**config.mk**
```make
export PLATFORM = sky130hd
export DESIGN_NAME = ram_arbiter
export DESIGN_NICKNAME = d
export VERILOG_FILES = /design/src/rtl/ram_arbiter.sv
export SDC_FILE = /design/constraint.sdc
export NUM_CORES = 1
export LEC_CHECK = 0
export ABC_CLOCK_PERIOD_IN_PS = 1700
export CAP_MARGIN = 0
export CORE_ASPECT_RATIO = 1.4
export CORE_UTILIZATION = 36
export DETAILED_ROUTE_END_ITERATION = 7
export PLACE_DENSITY = 0.79
export SYNTH_ARGS = -nofsm -noshare
export SYNTH_HDL_FRONTEND = slang
export SYNTH_SLANG_ARGS = --single-unit
```
**constraint.sdc**
```tcl
create_clock -name clk -period 1.7 [get_ports clk]
set_clock_uncertainty 0.2 [all_clocks]
set_input_delay 0.255 -clock clk [delete_from_list [all_inputs] [get_ports clk]]
set_output_delay 0.255 -clock clk [all_outputs]
set_load 0.02 [all_outputs]
```
**src/rtl/ram_arbiter.sv**
```systemverilog
// Shares the single system RAM port between the 6502 core, the VGA reader and the UART loader.
// The CPU is only halted on an instruction boundary, and its held address is replayed before RDY returns.
module ram_arbiter #(
    parameter int unsigned ADDR_WIDTH   = 11,
    parameter int unsigned DATA_WIDTH   = 8,
    parameter int unsigned SYNC_TIMEOUT = 16
) (
    input  logic                  clk,
    input  logic                  reset,
    input  logic [15:0]           cpu_addr,
    input  logic [DATA_WIDTH-1:0] cpu_wdata,
    input  logic                  cpu_we,
    input  logic                  cpu_sync,
    output logic                  cpu_rdy,
    input  logic                  vga_req,
    input  logic [ADDR_WIDTH-1:0] vga_addr,
    output logic                  vga_grant,
    output logic                  vga_rdata_valid,
    input  logic                  uart_req,
    input  logic [ADDR_WIDTH-1:0] uart_addr,
    input  logic [DATA_WIDTH-1:0] uart_wdata,
    input  logic                  uart_we,
    output logic                  uart_grant,
    output logic [ADDR_WIDTH-1:0] ram_raddr,
    output logic [ADDR_WIDTH-1:0] ram_waddr,
    output logic [DATA_WIDTH-1:0] ram_wdata,
    output logic                  ram_we
);

    localparam int unsigned TIMER_WIDTH = 5;
    localparam logic [TIMER_WIDTH-1:0] TIMER_LAST = TIMER_WIDTH'(SYNC_TIMEOUT - 1);

    typedef enum logic [2:0] {
        CPU_RUN,
        DRAIN,
        VGA_OWN,
        UART_OWN,
        RESTORE
    } state_t;

    state_t                  state;
    logic [TIMER_WIDTH-1:0]  timer;
    logic [ADDR_WIDTH-1:0]   held_addr;
    logic                    rdy_q;
    logic                    any_req;
    logic                    halt;
    logic                    unused_addr_bits;

    assign unused_addr_bits = &{1'b0, cpu_addr[15:ADDR_WIDTH]};

    assign any_req = vga_req | uart_req;

    // The DRAIN timeout covers a CPU held in reset that never presents SYNC.
    assign halt = any_req &&
                  (((state == CPU_RUN) && cpu_sync) ||
                   ((state == DRAIN) && (cpu_sync || (timer == TIMER_LAST))));

    always_ff @(posedge clk or posedge reset) begin
        if (reset) begin
            state           <= RESTORE;
            cpu_rdy         <= 1'b0;
            vga_grant       <= 1'b0;
            uart_grant      <= 1'b0;
            vga_rdata_valid <= 1'b0;
            held_addr       <= '0;
            timer           <= '0;
            rdy_q           <= 1'b0;
        end else begin
            rdy_q           <= cpu_rdy;
            vga_rdata_valid <= vga_grant & vga_req;

            // The core holds AB while paused; latch it once for the replay cycle.
            if (!cpu_rdy && rdy_q) begin
                held_addr <= cpu_addr[ADDR_WIDTH-1:0];
            end

            if (halt) begin
                cpu_rdy <= 1'b0;
                timer   <= '0;
                if (uart_req) begin
                    state      <= UART_OWN;
                    uart_grant <= 1'b1;
                end else begin
                    state     <= VGA_OWN;
                    vga_grant <= 1'b1;
                end
            end else begin
                case (state)
                    CPU_RUN: begin
                        timer <= '0;
                        if (any_req) begin
                            state <= DRAIN;
                        end
                    end
                    DRAIN: begin
                        if (!any_req) begin
                            state <= CPU_RUN;
                            timer <= '0;
                        end else begin
                            timer <= timer + TIMER_WIDTH'(1);
                        end
                    end
                    VGA_OWN: begin
                        if (!vga_req) begin
                            vga_grant <= 1'b0;
                            if (uart_req) begin
                                state      <= UART_OWN;
                                uart_grant <= 1'b1;
                            end else begin
                                state <= RESTORE;
                            end
                        end
                    end
                    UART_OWN: begin
                        if (!uart_req) begin
                            uart_grant <= 1'b0;
                            if (vga_req) begin
                                state     <= VGA_OWN;
                                vga_grant <= 1'b1;
                            end else begin
                                state <= RESTORE;
                            end
                        end
                    end
                    RESTORE: begin
                        state   <= CPU_RUN;
                        cpu_rdy <= 1'b1;
                    end
                    default: begin
                        state <= RESTORE;
                    end
                endcase
            end
        end
    end

    // RAM port steering by current owner.
    always_comb begin
        ram_raddr = cpu_addr[ADDR_WIDTH-1:0];
        ram_waddr = cpu_addr[ADDR_WIDTH-1:0];
        ram_wdata = cpu_wdata;
        case (state)
            VGA_OWN: begin
                ram_raddr = vga_addr;
                ram_waddr = vga_addr;
            end
            UART_OWN: begin
                ram_raddr = uart_addr;
                ram_waddr = uart_addr;
                ram_wdata = uart_wdata;
            end
            RESTORE: begin
                ram_raddr = held_addr;
                ram_waddr = held_addr;
            end
            default: ;
        endcase
    end

    assign ram_we = (cpu_we & cpu_rdy) | (uart_we & uart_grant);

endmodule

```
Word level (Yosys, flattened, before mapping)
Index checks and enable logic that the tools add are counted.

Add/sub/neg operators: 1. Equality and inequality tests: 12. Muxes and demuxes: 27. Bitwise operators: 5. Reductions and logical operators: 14.

Operators with widths (count): $pmux 11 s3 (1); $mux 3 (7); $ne 3x3->1 const B (5); $pmux 3 s5 (1); $mux 1 (12); $mux 5 (2); $pmux 5 s2 (1); $mux 8 (1); $eq 3x2->1 const B (2); $reduce_bool 3->1 (2); $add 5x1->5 const B (1); $eq 5x4->1 const B (1); $reduce_and 5->1 (1); $logic_and 1x1->1 (4); $ne 2x2->1 const B (2); $pmux 1 s2 (2); $reduce_and 4->1 (1); $and 1x1->1 (3); $eq 3x1->1 const B (1); $eq 3x3->1 const B (1); $logic_not 3->1 (1); $reduce_and 3->1 (1); $logic_or 1x1->1 (2); $or 1x1->1 (2); other kinds (2) (2).

Bits in registers: 24. Input port bits: 61. Output and inout port bits: 35. Logic and storage cells: 67.

Logic depth before layout (Yosys ltp)
Gate-level depths: netlist of the first run.

Depth after elaboration: 7. Gate-level depth with buffers: 6. Depth with buffers taken out: 6.

Worst setup path before layout of the first run
OpenSTA, ideal clock, no wires.

Path kind: flip-flop to output port. Start: register state[2]. End: output ram_waddr[0]. Arrival: 1541 ps. Data required time: 1245 ps. Path slack: -296 ps. Cell stages (with the launch flop): 7. Buffers on the path: 3. Cell sequence: dfstp_2 > nand2b_1 > buf_4 > buf_6 > o221ai_2 > a2bb2oi_2 > buf_4.

Longest elaborated chain between the ends: 2. Elaborated cells between the ends (all ways): 4. Classes of those cells: eq/ne (3); mux (1).

RTL lines: start, declared (line 41) `state_t state;`; start signal, assigned (line 60) `state <= RESTORE;`; start signal, assigned (line 81) `state <= UART_OWN;`; start signal, assigned (line 84) `state <= VGA_OWN;`; $eq 3x3->1 or $eq 3x2->1 (tied branches); $pmux 11 s3 *; end, declared (line 25) `output logic [ADDR_WIDTH-1:0] ram_waddr,`.

Mark *: on every way between the ends. The rest lies on a longest branch, timed or not.

Worst setup path after layout of the first run
Start: register state[2]. End: output ram_raddr[9].

Longest elaborated chain between the ends: 2. Elaborated cells between the ends (all ways): 4. Classes of those cells: eq/ne (3); mux (1).

RTL lines: $eq 3x3->1 or $eq 3x2->1 (tied branches) (line 142) `case (state)`; $pmux 11 s3 * (line 142); end, declared (line 24) `output logic [ADDR_WIDTH-1:0] ram_raddr,`.

Marked as above.

==> flow_metrics.tcl, run 1 <==
set metrics [dict create \
    drv_slew 0 \
    diodes 0 \
    drive_gt1_share_pct 55.4 \
    synth_async_sr_flop_share_pct 100 \
    setup_slack_ns -0.387 \
    wl_per_cell_um 16.8 \
    timing.final.crit_period_ns 2.09 \
    power-per-cell-area_nw_per_um2 1160 \
    start_kind "register" \
    place_congestion 0.776 \
    violations "negative setup slack" \
    multiInputGateArea_um2 1440 \
    synthFlopType "dfrtp_1" \
    final_util_pct 73.0 \
    critPathRequiredTime_ns 1.24 \
    netlist_top_cells_count "dfrtp_1, o221ai_2, mux2_2, buf_4, a2bb2oi_2" \
    yosysWarnings 0 \
    numCtsBuffers 3 \
    clock_sinks 24 \
    initial_core_util_pct 37.4 \
    htreeDepth 1 \
    drt-initial-drc-count 27 \
    setup_viol 38 \
    antenna_left 0 \
    worst_slew_margin_rel_pct 68.9 \
    hp-class "in -> async" \
    use_met3_pct 4.37 \
    io-pin-count 96 \
    outcome "complete, but fails checks" \
    area_growth_pct 95.4 \
    hold_viol_final 0 \
    dp_hpwl_um 3800 \
    wl_um 5640 \
    syn_nets 219 \
    crit_buf_inv 2 \
    die-area_um2 5320 \
    hold_buffers 0 \
    cp.depth 5 \
    antenna_found_initial 0 \
    setup.worst_path.class "reg -> out" \
    grt_start_max_net_pins 25 \
    grt_overflow_total 0 \
    reg2reg_slack_ns -0.19 \
    core_area_um2 4840 \
    use_met1_pct 22.3 \
    nNetsFinal 335 \
    cp-end-kind "output port" \
    max_freq_mhz 479 \
    grtUsageTotal_pct 22.2 \
    slowest_stage "dfstp_2" \
    worstPathArrival_ns 1.63 \
    ys_seq_elements 24 \
    slowest_delay_ns 0.54 \
    die_h_um 85.9 \
    via_per_inst 5.34 \
    portBuffers 90 \
    worstPathCellList "nand2b_4 -> buf_12 -> o221ai_2 -> a2bb2oi_4 -> buf_6" \
    p_leak_nw 1.42 \
    grt_pass1_wl_um 8810 \
    yosysSeqAreaShare_pct 33.2 \
    crit_family "flip-flops" \
    synth_edf_count 0 \
    drc 0 \
    grt_pass1_vias 1916 \
    seq_area_um2 603 \
    syn_inst 156 \
    yosysTopAreaCellShare_pct 31.8 \
    fin_area_um2 3540 \
    critPathMaxFanout 9 \
    vias 1788 \
    yosysTopAreaCell "dfrtp_1" \
    rsz0062_at_grt "yes" \
    worst_skew_pair.late_latency_ns 0.26 \
    drv_cap 0 \
    grt.met2_usage_pct 44.5 \
    synth_area_leaders "dfrtp_1, o221ai_2, mux2_2, a2bb2oi_2, buf_4" \
    yosysUniqueCellTypes 36 \
    firstDrtPassIters 4 \
    pre_cts_ws_ns -0.629 \
    syn-cell-area_um2 1810 \
    filler_cell_count 296 \
    r2r_cells 7 \
    syn_avg_cell_area_um2 11.6 \
    rows 30 \
    synthMostInstantiatedCell "dfrtp_1" \
    cts_root_buf "clkbuf_8" \
    place_area_um2 3070 \
    cts.clk_slew.worst_paths_ns 0.09 \
    timing.final.crit_share_pct 123 \
    peakVddDrop_mv 0.519 \
    grt_busiest_layer "met2" \
    cts_tree "done" \
    worstMarginPinSlew_ns 0.466 \
    die_width_um 61.9 \
    cts_max_path_buffers 2 \
]
## stage by stage
stage | std cells | hold WS, ns | total power (W) | setup TNS, ns
floorplan | 156 | 0.0689 | 0.00255 | -2.90
global placement | 323 | 0.259 | 0.00322 | -17.55
detailed placement | 323 | 0.301 | 0.00328 | -18.32
CTS | 335 | 0.139 | 0.00407 | -11.80
global route | 335 | 0.170 | 0.00431 | -13.63
finish | 335 | 0.134 | 0.00409 | -11.37
## worst reg2reg max path, delay by kind of cell (launching register included)
kind,cells,cell delay (ns)
AO/OA/AOI/OAI,1,0.21
adder cells (fa/ha/maj),2,0.37
flip-flops,1,0.40
buffers and inverters,1,0.15
AND/OR/NAND/NOR,3,0.47
## registers in the layout (all words and copies together) (netlist names)
name	count
uart_grant	1
timer	5
vga_grant	1
rdy_q	1
state	3
vga_rdata_valid	1
held_addr	11
cpu_rdy	1
## cells in the final DEF (no fill, tap or decap), types with 7 or more instances in the layout
cell type	instances
inv_1	7
mux2_4	8
mux2_2	8
dfrtp_1	22
o221ai_2	13
o221ai_4	10
clkdlybuf4s50_1	56
buf_6	27
a2bb2oi_4	11
buf_4	38
## routing by layer
| layer | vias to the layer above | routed length (µm) |
|---|---|---|
| li1 | 834 | - |
| met1 | 861 | 1960 |
| met2 | 82 | 3230 |
| met3 | 11 | 320 |
| met4 | 0 | 123 |
| met5 | - | 0 |
## kinds of logic after synthesis
| family | after synthesis | synth area share (%) |
|---|---|---|
| DFF | 24 | 33.2 |
| adders and majority gates | 2 | 1.38 |
| and+or+nand+nor | 26 | 7.88 |
| AOI/OAI and AO/OA | 54 | 34.3 |
| muxes | 19 | 11.8 |
| buffers and inverters | 31 | 11.3 |
## power by group
part           internal [W]  switching (W)  leakage [nW]
clock              0.000207       0.000182        0.0288
sequential         0.000767       0.000182         0.295
combinational       0.00148        0.00128          1.10
total               0.00245        0.00164          1.42
## what timing repair did
action / in CTS / in global routing
gates resized for setup: 218 / 13
pin swaps: 14 / 12
endpoints found under the hold margin: 0 / 0
endpoints found under the setup margin: 42 / 40
setup buffers: 5 / 1
cloned: 3 / 0
## final timing paths
| kind | from | end |
|---|---|---|
| hold reg to reg | held_addr[9] | held_addr[9] |
| min in group clk | held_addr[9] | held_addr[9] |
| max in group asynchronous | reset | state[2] |
| hold / removal | reset | held_addr[3] |
| setup / recovery | state[2] | ram_raddr[9] |
| setup reg to reg | timer[0] | timer[4] |
## area by class of cell
class / count / area share, %
clock buffers: 4 / 1.56
flip-flops and latches: 24 / 17.0
inverters: 8 / 0.849
well taps: 64 / 2.26
multi-input cells: 102 / 40.8
repair buffers: 133 / 37.5
Note: power is estimated with default switching activity, not from simulation.
==> run 2: changes to the inputs <==
Settings changed: ABC_AREA set to 1, CORE_UTILIZATION 36 to 34.
==> run 2 against run 1 <==
The flow still finishes with violations (negative setup slack). Cell area decreased by 5.7%. Register-to-register slack improved by 0.02 ns. Critical endpoint is now ram_waddr[4]. Largest power group unchanged. Via count increased by 16%. Critical path type unchanged. Largest cell class is now buffers.
==> flow_metrics.tcl, run 2 <==
set metrics [dict create \
    outcome "complete, but fails checks" \
    violations "negative setup slack" \
    rsz0062_at_grt "yes" \
    worstMarginPinSlew_ns 0.344 \
    sw_frac_of_total_pct 46.5 \
    peakVddDrop_mv 0.850 \
    vias 2082 \
    wl_per_cell_um 15.1 \
    p_seq_share_pct 16.2 \
    drt-initial-drc-count 93 \
    critPathRequiredTime_ns 1.24 \
    r2r_end "state[0]" \
    synth_compound_area_share_pct 12.2 \
    cts_root_buf "clkbuf_8" \
    grtUsageTotal_pct 21.6 \
    antenna_found_initial 0 \
    yosysSeqAreaShare_pct 38.0 \
    critPathMaxFanout 4 \
    p_leak_nw 1.64 \
    htreeDepth 1 \
    synth-xor-area-share_pct 0.553 \
    grt_pass1_vias 1849 \
    die_h_um 82.7 \
    cp-end-kind "output port" \
    timing.final.crit_share_pct 125 \
    cts.clk_slew.worst_paths_ns 0.08 \
    reg_top3 "held_addr: 11 flops, timer: 5 flops, state: 3 flops" \
    syn_avg_cell_area_um2 6.88 \
    crit_end "ram_waddr[4]" \
    cts_tree "done" \
    wl_um 6320 \
    largest_reg_flops 11 \
    crit_top_cell "nand2_2" \
    syn_inst 230 \
    worst_skew_pair.late_latency_ns 0.28 \
    timing.rr.start "timer[0]" \
    yosysTopAreaCellShare_pct 36.4 \
    initial_core_util_pct 35.2 \
    synth_adder_area_share_pct 1.58 \
    synthMostInstantiatedCell "nand2_1" \
    synthFlopType "dfrtp_1" \
    start_kind "register" \
    core_area_um2 4500 \
    reg2reg_slack_ns -0.17 \
    timing.final.crit_period_ns 2.13 \
    drv_cap 0 \
    nNetsFinal 421 \
    place_congestion 0.812 \
    cp.depth 9 \
    numCtsBuffers 3 \
    setup_slack_ns -0.433 \
    switching_power_w 0.00281 \
    setup.worst_path.class "reg -> out" \
    hold_viol_final 0 \
    final_common_cell "nand2_1" \
    crit_family "flip-flops" \
    timing.critical_path.from "state[2]" \
    grt_pass1_wl_um 8140 \
    clock_sinks 24 \
    slowest_stage "dfstp_2" \
    synth_area_leaders "dfrtp_1, nand2_1, o21ai_0, buf_4, inv_1" \
    rows 29 \
    layout_common_cells "nand2_1, clkdlybuf4s50_1, buf_4" \
    synth_edf_count 0 \
    firstDrtPassIters 5 \
    yosysUniqueCellTypes 23 \
    grt_overflow_total 0 \
    power_frac_clock_pct 6.0 \
    internal_power_w 0.00324 \
    area_growth_pct 111 \
    antenna_left 0 \
    final_util_pct 74.2 \
    combPwrFrac_pct 77.8 \
    drive_gt1_share_pct 47.9 \
    power-per-cell-area_nw_per_um2 1810 \
    netlist_top_cells_count "nand2_1, dfrtp_1, inv_1, o21ai_0, nand3_1" \
    worst_slew_margin_rel_pct 77.0 \
    grt_start_max_net_pins 25 \
    portBuffers 90 \
    synth_async_sr_flop_share_pct 100 \
    hp-class "in -> async" \
    ys_seq_elements 24 \
    drv_slew 0 \
    fin_area_um2 3340 \
    diodes 0 \
    die-area_um2 4940 \
    synth_top_family_by_area "simple AND/OR/NAND/NOR gates" \
    syn_nets 293 \
    die_width_um 59.7 \
    synthSimpleGateAreaFrac_pct 31.5 \
    yosysTopAreaCell "dfrtp_1" \
    worstPathCellList "inv_2 -> nand2_4 -> nor2_4 -> clkbuf_16 -> nand2_2 -> nand2_2 -> a21oi_2 -> o21ai_2 -> buf_6" \
    max_freq_mhz 469 \
    place_area_um2 2810 \
    drc 0 \
    via_per_inst 4.97 \
    r2r_cells 13 \
    dp_hpwl_um 3730 \
    worstPathArrival_ns 1.68 \
    slowest_delay_ns 0.58 \
    crit_buf_inv 3 \
    largest_register "held_addr" \
    io-pin-count 96 \
    yosysWarnings 0 \
    syn-cell-area_um2 1580 \
    cts_max_path_buffers 2 \
    setup_viol 41 \
    synthMuxAreaShare_pct 3.56 \
]
[run 2: cell type report]
class                      instances  area, µm²
tap                               62       77.6
fill                             318       1160
sequential                        24        602
clock buffer                       4       45.0
timing repair buffer             139       1400
multi-input combinational        165       1110
inverter                          25        104
[run 2: per-layer routing]
metal | vias up | track usage, % | routed length [µm]
met5 | - | 0 | 0
met3 | 18 | 2.96 | 260
met1 | 1011 | 23.0 | 2320
li1 | 981 | - | -
met2 | 72 | 42.4 | 3560
met4 | 0 | 6.98 | 182
[run 2: what timing repair did]
item                                    4_1_cts  5_1_grt
pin swaps                                    27       27
gates resized for setup                     227       50
hold buffers                                  0        0
hold endpoints to repair                      0        0
gates cloned                                  0        1
setup buffers                                 9        8
endpoints found under the setup margin       44       43
[run 2: worst reg2reg max path: cells and delay by family (launching register included)]
family / cells / cell delay [ns]
simple gates: 8 / 0.59
flops: 1 / 0.39
fa+ha+maj: 2 / 0.38
buf+inv: 3 / 0.22
[run 2: cells by family after synthesis]
family,after synthesis
multiplexers,5
flip-flops,24
XOR/XNOR,1
AND/OR/NAND/NOR,121
buffers and inverters,41
adder cells (fa/ha/maj),2
AO/OA/AOI/OAI,36
[run 2: metrics by stage]
step	setup WS, ns	cells	hold slack (ns)	TNS (ns)	total power [W]
after floorplan	-0.193	230	0.0689	-2.02	0.00316
after global placement	-0.463	399	0.233	-13.58	0.00456
final	-0.433	419	0.128	-13.09	0.00605
after detailed placement	-0.481	399	0.232	-14.50	0.00463
after global routing	-0.502	419	0.152	-16.34	0.00642
after CTS	-0.348	412	0.145	-9.70	0.00543
[run 2: worst min-delay path by stage]
stage / startpoint / endpoint / slack, ns / cells past startpoint
3_3_place_gp: cpu_rdy / rdy_q / 0.23 / 0
2_1_floorplan: reset / cpu_rdy / 0.07 / 1
5_1_grt: reset / timer[4] / 0.15 / 3
3_5_place_dp: cpu_rdy / rdy_q / 0.23 / 0
6_report: reset / held_addr[8] / 0.13 / 3
4_1_cts: reset / held_addr[3] / 0.14 / 3
[run 2: power groups by stage]
stage / registers, W / clock network, W / logic, W
floorplan: 0.00100 / 0 / 0.00216
global route: 0.00101 / 0.000393 / 0.00502
finish: 0.000983 / 0.000361 / 0.00471
global placement: 0.000962 / 0 / 0.00360
CTS: 0.000962 / 0.000358 / 0.00411
detailed placement: 0.000976 / 0 / 0.00365
==> run 3: changes to the inputs <==
Settings changed: CORE_MARGIN set to 1.5, PLACE_DENSITY 0.79 to not set, PLACE_DENSITY_LB_ADDON set to 0.1.
==> run 3 against run 2 <==
The run still ends with negative setup slack left. Setup slack better by 0.031 ns. Sequential power is 0.8% higher. Worst hold slack better by 0.0037 ns. Critical path depth is 1 higher. Non-clock buffer count increased by 6. Utilization increased by 1.1 points. Total power is 1.1% lower. Cell count increased by 1.4%. Cell area up 1.5%. Combinational power is 3% lower. Critical endpoint is now ram_raddr[4]. Largest power group unchanged.
==> flow_metrics.tcl, run 3 (synthesis results as in run 2) <==
set metrics [dict create \
    drv_slew 0 \
    setup.worst_path.class "reg -> out" \
    hold_viol_final 0 \
    grt_overflow_total 0 \
    wl_per_cell_um 12.9 \
    final_common_cell "nand2_1" \
    core_area_um2 4500 \
    dp_hpwl_um 3800 \
    setup_viol 40 \
    drv_cap 0 \
    drc 0 \
    grt_pass1_vias 1905 \
    fin_area_um2 3390 \
    cts_root_buf "clkbuf_8" \
    die-area_um2 5080 \
    worstMarginPinSlew_ns 0.321 \
    filler_cell_count 362 \
    drive_gt1_share_pct 47.7 \
    max_freq_mhz 476 \
    drt-initial-drc-count 50 \
    place_area_um2 2840 \
    worst_slew_margin_rel_pct 78.6 \
    critPathRequiredTime_ns 1.24 \
    initial_core_util_pct 35.2 \
    rsz0062_at_grt "yes" \
    portBuffers 90 \
    clock_sinks 24 \
    via_per_inst 4.68 \
    power-per-cell-area_nw_per_um2 1770 \
    antenna_found_initial 0 \
    largest_reg_flops 11 \
    final_util_pct 75.3 \
    cts_max_path_buffers 2 \
    die_h_um 83.7 \
    io-pin-count 96 \
    p_leak_nw 1.68 \
    grtUsageTotal_pct 20.3 \
    htreeDepth 1 \
    peakVddDrop_mv 0.830 \
    wl_um 5460 \
    tns_ns -11.64 \
    power.total_w 0.00598 \
    rows 29 \
    largest_register "held_addr" \
    firstDrtPassIters 4 \
    grt_pass1_wl_um 8090 \
    critPathMaxFanout 5 \
    timing.final.crit_share_pct 124 \
    hp-class "in -> async" \
    cp-end-kind "output port" \
    violations "negative setup slack" \
    reg_top3 "held_addr: 11 flops, timer: 5 flops, state: 3 flops" \
    setup_slack_ns -0.402 \
    die_width_um 60.7 \
    timing.final.crit_period_ns 2.10 \
    antenna_left 0 \
    vias 1987 \
    outcome "complete, but fails checks" \
    diodes 0 \
    worstPathArrival_ns 1.65 \
    worst_skew_pair.late_latency_ns 0.27 \
    cts_tree "done" \
    hold_buffers 0 \
    start_kind "register" \
    place_congestion 0.831 \
    grt_start_max_net_pins 25 \
    nNetsFinal 427 \
    area_growth_pct 114 \
    cts.clk_slew.worst_paths_ns 0.09 \
    layout_common_cells "nand2_1, clkdlybuf4s50_1, buf_6" \
    numCtsBuffers 3 \
]
run 3: cell types whose count changed in the layout (fill, tap and decap cells not counted), sizes merged:
cell           delta
buf               +6
clkdlybuf4s15     -1
clkdlybuf4s50     +1
dlygate4sd2       +1
dlymetal6s2s      -1
run 3: through the flow:
stage | worst slack [ns] | hold slack [ns] | std cells
3_5_place_dp | -0.510 | 0.221 | 403
6_report | -0.402 | 0.131 | 425
2_1_floorplan | -0.193 | 0.0689 | 230
3_3_place_gp | -0.476 | 0.213 | 403
5_1_grt | -0.481 | 0.182 | 425
4_1_cts | -0.369 | 0.144 | 420
run 3: worst max-delay path, cell delays in order (launching register included):
cell and delay, ns:
dfrtp_1 0.43, nor2_2 0.15, nand2_2 0.09, inv_4 0.09
buf_12 0.11, buf_12 0.11, nand2_4 0.04, nand2_2 0.06
a21oi_2 0.04, o21ai_2 0.09, buf_6 0.15
run 3: power breakdown:
group | internal [W] | switching [W] | leakage (nW)
Sequential | 0.000817 | 0.000175 | 0.301
Clock | 0.000207 | 0.000190 | 0.0288
Combinational | 0.00224 | 0.00235 | 1.35
Total | 0.00326 | 0.00272 | 1.68
run 3: final timing paths:
kind	start	to	slack, ns	cells past startpoint
setup / recovery	state[1]	ram_raddr[4]	-0.40	10
hold / removal	reset	timer[2]	0.13	3
setup reg to reg	state[1]	cpu_rdy	-0.23	11
hold reg to reg	cpu_rdy	rdy_q	0.23	0
max in group asynchronous	reset	state[2]	0.87	3
min in group clk	cpu_rdy	rdy_q	0.23	0
run 3: cell type report:
class / instances / area, µm² / area share, %
repair buffers: 145 / 1450 / 42.8
clock buffers: 4 / 55.1 / 1.62
flip-flops and latches: 24 / 602 / 17.8
inverters: 25 / 98.8 / 2.92
multi-input cells: 165 / 1110 / 32.6
well taps: 62 / 77.6 / 2.29
run 3: layer usage:
metal  track usage (%)  part of all wire (%)
met1              21.4                    37
met2              39.3                    57
met3              1.71                   4.0
met4              6.72                   1.9
met5                 0                     0
run 3: timing repair:
action	4_1_cts	5_1_grt
setup buffers	18	4
resized for setup	223	46
pin swaps	23	23
endpoints found under the setup margin	44	41
gates cloned	0	1
